===== config.mk =====
export PLATFORM = sky130hd
export DESIGN_NAME = freq_counter_multi
export DESIGN_NICKNAME = d
export VERILOG_FILES = /design/src/rtl/freq_pkg.sv /design/src/rtl/freq_chan_counter.sv /design/src/rtl/freq_counter_multi.sv
export SDC_FILE = /design/constraint.sdc
export NUM_CORES = 1
export LEC_CHECK = 0
export BUFFER_PORTS_ARGS = -buffer_cell sky130_fd_sc_hd__buf_2
export CAP_MARGIN = 0
export CORE_ASPECT_RATIO = 2
export CORE_MARGIN = 4
export CORE_UTILIZATION = 44
export CTS_CLUSTER_SIZE = 28
export DETAILED_ROUTE_END_ITERATION = 16
export PLACE_DENSITY = 0.59
export SYNTH_ARGS = -nofsm -noshare
export SYNTH_HDL_FRONTEND = slang
export SYNTH_HIERARCHICAL = 1
export SYNTH_SLANG_ARGS = --single-unit

===== constraint.sdc =====
create_clock -name clk -period 3.35 [get_ports clk]
set_input_delay 0.1675 -clock clk [delete_from_list [all_inputs] [get_ports clk]]
set_output_delay 0.1675 -clock clk [all_outputs]
set_load 0.05 [all_outputs]

===== src/rtl/freq_pkg.sv =====
`default_nettype none
// +----------------------------------------------------------------------------+
// | freq_pkg : shared state type, default sizing and saturating-increment     |
// | Revision : 1.0                                                             |
// +----------------------------------------------------------------------------+
package freq_pkg;

  typedef enum logic [0:0] {
    ST_IDLE  = 1'b0,
    ST_COUNT = 1'b1
  } state_e;

  // 100000 cycles at 100 MHz makes the raw count read directly in kHz
  localparam int c_N_CH        = 4;
  localparam int c_CNT_W       = 32;
  localparam int c_GATE_CYCLES = 100000;

  // Counters up to 64 bits wide are carried through this 64-bit helper
  function automatic logic [63:0] sat_inc(input logic [63:0] val,
                                          input logic        inc,
                                          input logic [63:0] max_val);
    if (inc && (val != max_val)) begin
      return val + 64'd1;
    end
    return val;
  endfunction

endpackage
`default_nettype wire


===== src/rtl/freq_chan_counter.sv =====
`default_nettype none
// +----------------------------------------------------------------------------+
// | freq_chan_counter : one channel - synchroniser, edge detect, sat counter  |
// | Revision : 1.0                                                             |
// +----------------------------------------------------------------------------+
module freq_chan_counter
  import freq_pkg::*;
#(
  parameter int CNT_W = c_CNT_W
) (
  input  logic             clk,
  input  logic             rst,
  input  logic             sensor_i,
  input  logic             clear_i,
  input  logic             count_en_i,
  output logic [CNT_W-1:0] next_cnt_o,
  output logic             sat_o
);

  logic [2:0]       sync_q;
  logic [CNT_W-1:0] cnt_q;
  logic             sat_q;
  logic             w_edge;
  logic             w_at_max;

  // sync_q[1] is the first metastability-safe stage; sync_q[2] is its delay
  assign w_edge     = sync_q[1] & ~sync_q[2];
  assign w_at_max   = (cnt_q == {CNT_W{1'b1}});
  assign next_cnt_o = CNT_W'(sat_inc(64'(cnt_q), w_edge, 64'({CNT_W{1'b1}})));
  assign sat_o      = sat_q | (w_edge & w_at_max);

  always_ff @(posedge clk) begin
    if (rst) begin
      sync_q <= '0;
      cnt_q  <= '0;
      sat_q  <= 1'b0;
    end else begin
      sync_q <= {sync_q[1:0], sensor_i};
      if (clear_i) begin
        cnt_q <= '0;
        sat_q <= 1'b0;
      end else if (count_en_i) begin
        cnt_q <= next_cnt_o;
        sat_q <= sat_o;
      end
    end
  end

endmodule
`default_nettype wire


===== src/rtl/freq_counter_multi.sv =====
`default_nettype none
// +----------------------------------------------------------------------------+
// | freq_counter_multi : gated-window multi-channel frequency counter         |
// | Revision : 1.0                                                             |
// +----------------------------------------------------------------------------+
module freq_counter_multi
  import freq_pkg::*;
#(
  parameter int N_CH        = c_N_CH,
  parameter int CNT_W       = c_CNT_W,
  parameter int GATE_CYCLES = c_GATE_CYCLES
) (
  input  logic                  clk,
  input  logic                  rst,
  input  logic [N_CH-1:0]       sensor_in_i,
  input  logic                  start_i,
  input  logic                  continuous_i,
  output logic [N_CH*CNT_W-1:0] freq_out_o,
  output logic [N_CH-1:0]       freq_sat_o,
  output logic                  freq_valid_o,
  output logic                  busy_o
);

  localparam int             WIN_W      = (GATE_CYCLES > 1) ? $clog2(GATE_CYCLES) : 1;
  localparam logic [WIN_W-1:0] c_WIN_LAST = WIN_W'(GATE_CYCLES - 1);

  state_e                state_q, state_d;
  logic [WIN_W-1:0]      win_q;
  logic [N_CH*CNT_W-1:0] freq_out_q;
  logic [N_CH-1:0]       freq_sat_q;
  logic                  freq_valid_q;

  logic [N_CH*CNT_W-1:0] w_next_cnt;
  logic [N_CH-1:0]       w_sat;
  logic                  w_counting;
  logic                  w_last;
  logic                  w_clear;

  assign w_counting = (state_q == ST_COUNT);
  assign w_last     = w_counting && (win_q == c_WIN_LAST);
  // Clearing on the last cycle lets a back-to-back window start with no gap
  assign w_clear    = !w_counting || w_last;

  generate
    for (genvar g = 0; g < N_CH; g++) begin : g_chan
      freq_chan_counter #(
        .CNT_W(CNT_W)
      ) u_chan (
        .clk        (clk),
        .rst        (rst),
        .sensor_i   (sensor_in_i[g]),
        .clear_i    (w_clear),
        .count_en_i (w_counting),
        .next_cnt_o (w_next_cnt[g*CNT_W +: CNT_W]),
        .sat_o      (w_sat[g])
      );
    end
  endgenerate

  always_ff @(posedge clk) begin
    if (rst) begin
      state_q <= ST_IDLE;
    end else begin
      state_q <= state_d;
    end
  end

  always_comb begin
    state_d = state_q;
    case (state_q)
      ST_IDLE:  if (start_i || continuous_i) state_d = ST_COUNT;
      ST_COUNT: if (w_last && !continuous_i) state_d = ST_IDLE;
      default:  state_d = ST_IDLE;
    endcase
  end

  always_ff @(posedge clk) begin
    if (rst) begin
      win_q        <= '0;
      freq_out_q   <= '0;
      freq_sat_q   <= '0;
      freq_valid_q <= 1'b0;
    end else begin
      freq_valid_q <= w_last;
      if (w_last) begin
        freq_out_q <= w_next_cnt;
        freq_sat_q <= w_sat;
      end
      if (w_clear) begin
        win_q <= '0;
      end else begin
        win_q <= win_q + WIN_W'(1);
      end
    end
  end

  assign freq_out_o   = freq_out_q;
  assign freq_sat_o   = freq_sat_q;
  assign freq_valid_o = freq_valid_q;
  assign busy_o       = w_counting;

endmodule
`default_nettype wire


==> run summary <==
initial antenna violation count: 0
die height: 282 um
gr ovfl total: 0
Syn Nets: 1953
EDFF count, synth: 0
synthesis-to-layout area growth: 10.8%
violation count after the first detailed-routing iteration: 888
async set-reset flop share out of synthesis: 0%
number of global-route vias before repair: 14136
critical path endpoint category: register
die area: 0.0409 mm2
final period utilization: 85.8%
clock tree buffer depth: 3
Syn Area/Cell: 8.52 um2
Hold Crit Class: in -> reg
most common cell after layout, fill and taps aside: dfxtp_1
reg2reg setup slack: 480 ps
core area: 0.0372 mm2
outcome: finished clean
Ys Warns: 6
final setup skew: 15.7 ps
Mapped Area: 0.0165 mm2
CP dominant cell by count: nand2_1
Leak: 6.36 nW
Worst path top cell family by delay: simple AND/OR/NAND/NOR gates
Max Fclk: 348 MHz
CP peak stage delay: 720 ps
clock transition at the registers of the reported paths: 70 ps
Data required, critical path: 3850 ps
critical-path cell list: ha_1 -> and4_1 -> nand4_1 -> nand2_1 -> or2_2 -> or4_1 -> nand2_1
IO Count: 142
drt pass-1 iters: 6
first-pass GRT wire length: 75.4 mm
CP Class: reg -> reg
max-cap check violation count: 0
Worst VDD drop: 0.328 mV
dpl ws: 510 ps
met3 track demand over resource: 2.24%
CP max FO: 30
crit path buf inv count: 0
critical path startpoint category: register
Hold WS: 365 ps
Port-buffer cells: 141
layout cells sized above 1: 13.7%
Routed WL: 46.8 mm
highest-count cells in the layout ignoring fill and taps: 294 x dfxtp_1, 272 x nand2b_1, 140 x buf_2, 136 x mux2i_1, 112 x nor2_1
Slew Viols, Final: 0
Post-Synthesis Cells: 1940
WL/cell: 18.7 um
CP max stage cell: or2_2
total negative slack: 0 ps
clock tree root driver cell: clkbuf_16
multi-input combinational cell area: 0.00976 mm2
Sink Count: 295
gpl congestion: 0.938
Tot GR Track Use: 22.2%
DR vias: 14214
diode count: 0
Primary FF master, synth: dfxtp_1
Final Power: 0.00697 W
RSZ-0062 raised after global routing: no
M1 GR Usage: 23.8%
H-tree depth: 1
slack of the critical path: 475 ps
post-DP HPWL: 33.9 mm
DRT antenna net count: 0
Final setup viols: 0
post-layout minimum cycle time: 2870 ps
flops & latches, synth: 295
Worst-Margin Slew: 936 ps
post-CTS sizing: 0
Power per Cell Area: 380 mW/mm2
DR DRC count: 0
Slew HR: 37.1%
die span in x: 145 um
vias per inst: 5.68
post-synthesis sequential area ratio: 35.7%
TritonCTS clock tree: built
CP arrival: 3380 ps
TritonCTS buffer count: 28
met2 Usage GRT: 42.7%
Reg area: 0.00591 mm2
fin nets: 2035
largest net degree at the start of global routing: 137
Yosys cell types: 55
filler cell count: 3605
Fin. Hold Viols: 0
worst-skew pair later-pin latency: 560 ps
grt peak-use layer: met2
Initial Util: 44.5%
FP Rows: 100
-- final timing paths --
path,start,endpoint,depth (start not counted)
setup / recovery,win_q[0],g_chan[3].u_chan/cnt_q[14],7
hold / removal,sensor_in_i[2],g_chan[2].u_chan/sync_q[0],3
setup reg to reg,win_q[0],g_chan[3].u_chan/cnt_q[14],7
hold reg to reg,g_chan[0].u_chan/sync_q[0],g_chan[0].u_chan/sync_q[1],1
-- Yosys cell counts, types with 46 or more instances --
cell	instances	area, um2
a21oi_1	87	435
clkbuf_1	64	240
dfxtp_1	295	5910
mux2i_1	136	1360
nand2_1	109	409
nand2b_1	272	1700
nand3_1	100	500
nand4_1	48	300
nor2_1	112	420
nor3_1	46	230
o21ai_0	58	290
or3_1	71	444
xnor2_1	66	578
xor2_1	82	718
-- through the flow --
step                instances  util (%)  cell area [um2]
finish                   2502      49.3            18300
CTS                      2502      49.3            18300
floorplan                1940         -            16500
global placement         2443      46.7            17300
detailed placement       2443      46.7            17300
global route             2502      49.3            18300
-- final cells by class --
class / instances / area share, %
Multi-Input combinational cell: 1494 / 53.2
Sequential cell: 295 / 32.2
Timing Repair Buffer: 191 / 6.25
Clock buffer: 39 / 4.27
Tap cell: 459 / 3.13
Clock inverter: 12 / 0.635
Inverter: 12 / 0.246
-- tightest hold or removal path, delay by kind of cell --
| family | cells | cell delay [ps] |
|---|---|---|
| AND/OR/NAND/NOR | 1 | 110 |
| buffers and inverters | 2 | 610 |
-- layer usage --
layer,vias up,routed length (um)
met2,385,24800
met3,146,1600
met5,-,0
met1,6667,17900
met4,0,2530
li1,7016,-
-- sequential cells by signal, summed over array words and instances (netlist names) --
name / cells
freq_out_o: 128
g_chan.u_chan/cnt_q: 128
win_q: 17
g_chan.u_chan/sync_q: 12
freq_sat_o: 4
g_chan.u_chan/sat_q: 4
busy_o: 1
freq_valid_o: 1
-- timing repair --
action | in CTS | in global routing
hold endpoints to repair | 7 | 0
setup buffers | 0 | 0
hold buffers | 8 | 0
-- report_power, final --
group | leakage, nW | switching, W | internal, W
clock | 0.445 | 0.00141 | 0.00179
combinational | 3.54 | 0.000159 | 0.0000950
sequential | 2.38 | 0.00000644 | 0.00351
total | 6.36 | 0.00157 | 0.00540
-- cell families after synthesis --
group / Yosys count / synth area share (%)
fa+ha+maj: 5 / 0.378
flops: 295 / 35.7
simple gates: 954 / 32.9
compound gates: 247 / 9.23
buf+inv: 151 / 5.40
mux: 140 / 8.50
xor+xnor: 148 / 7.84
Note: power is estimated with default switching activity, not from simulation.
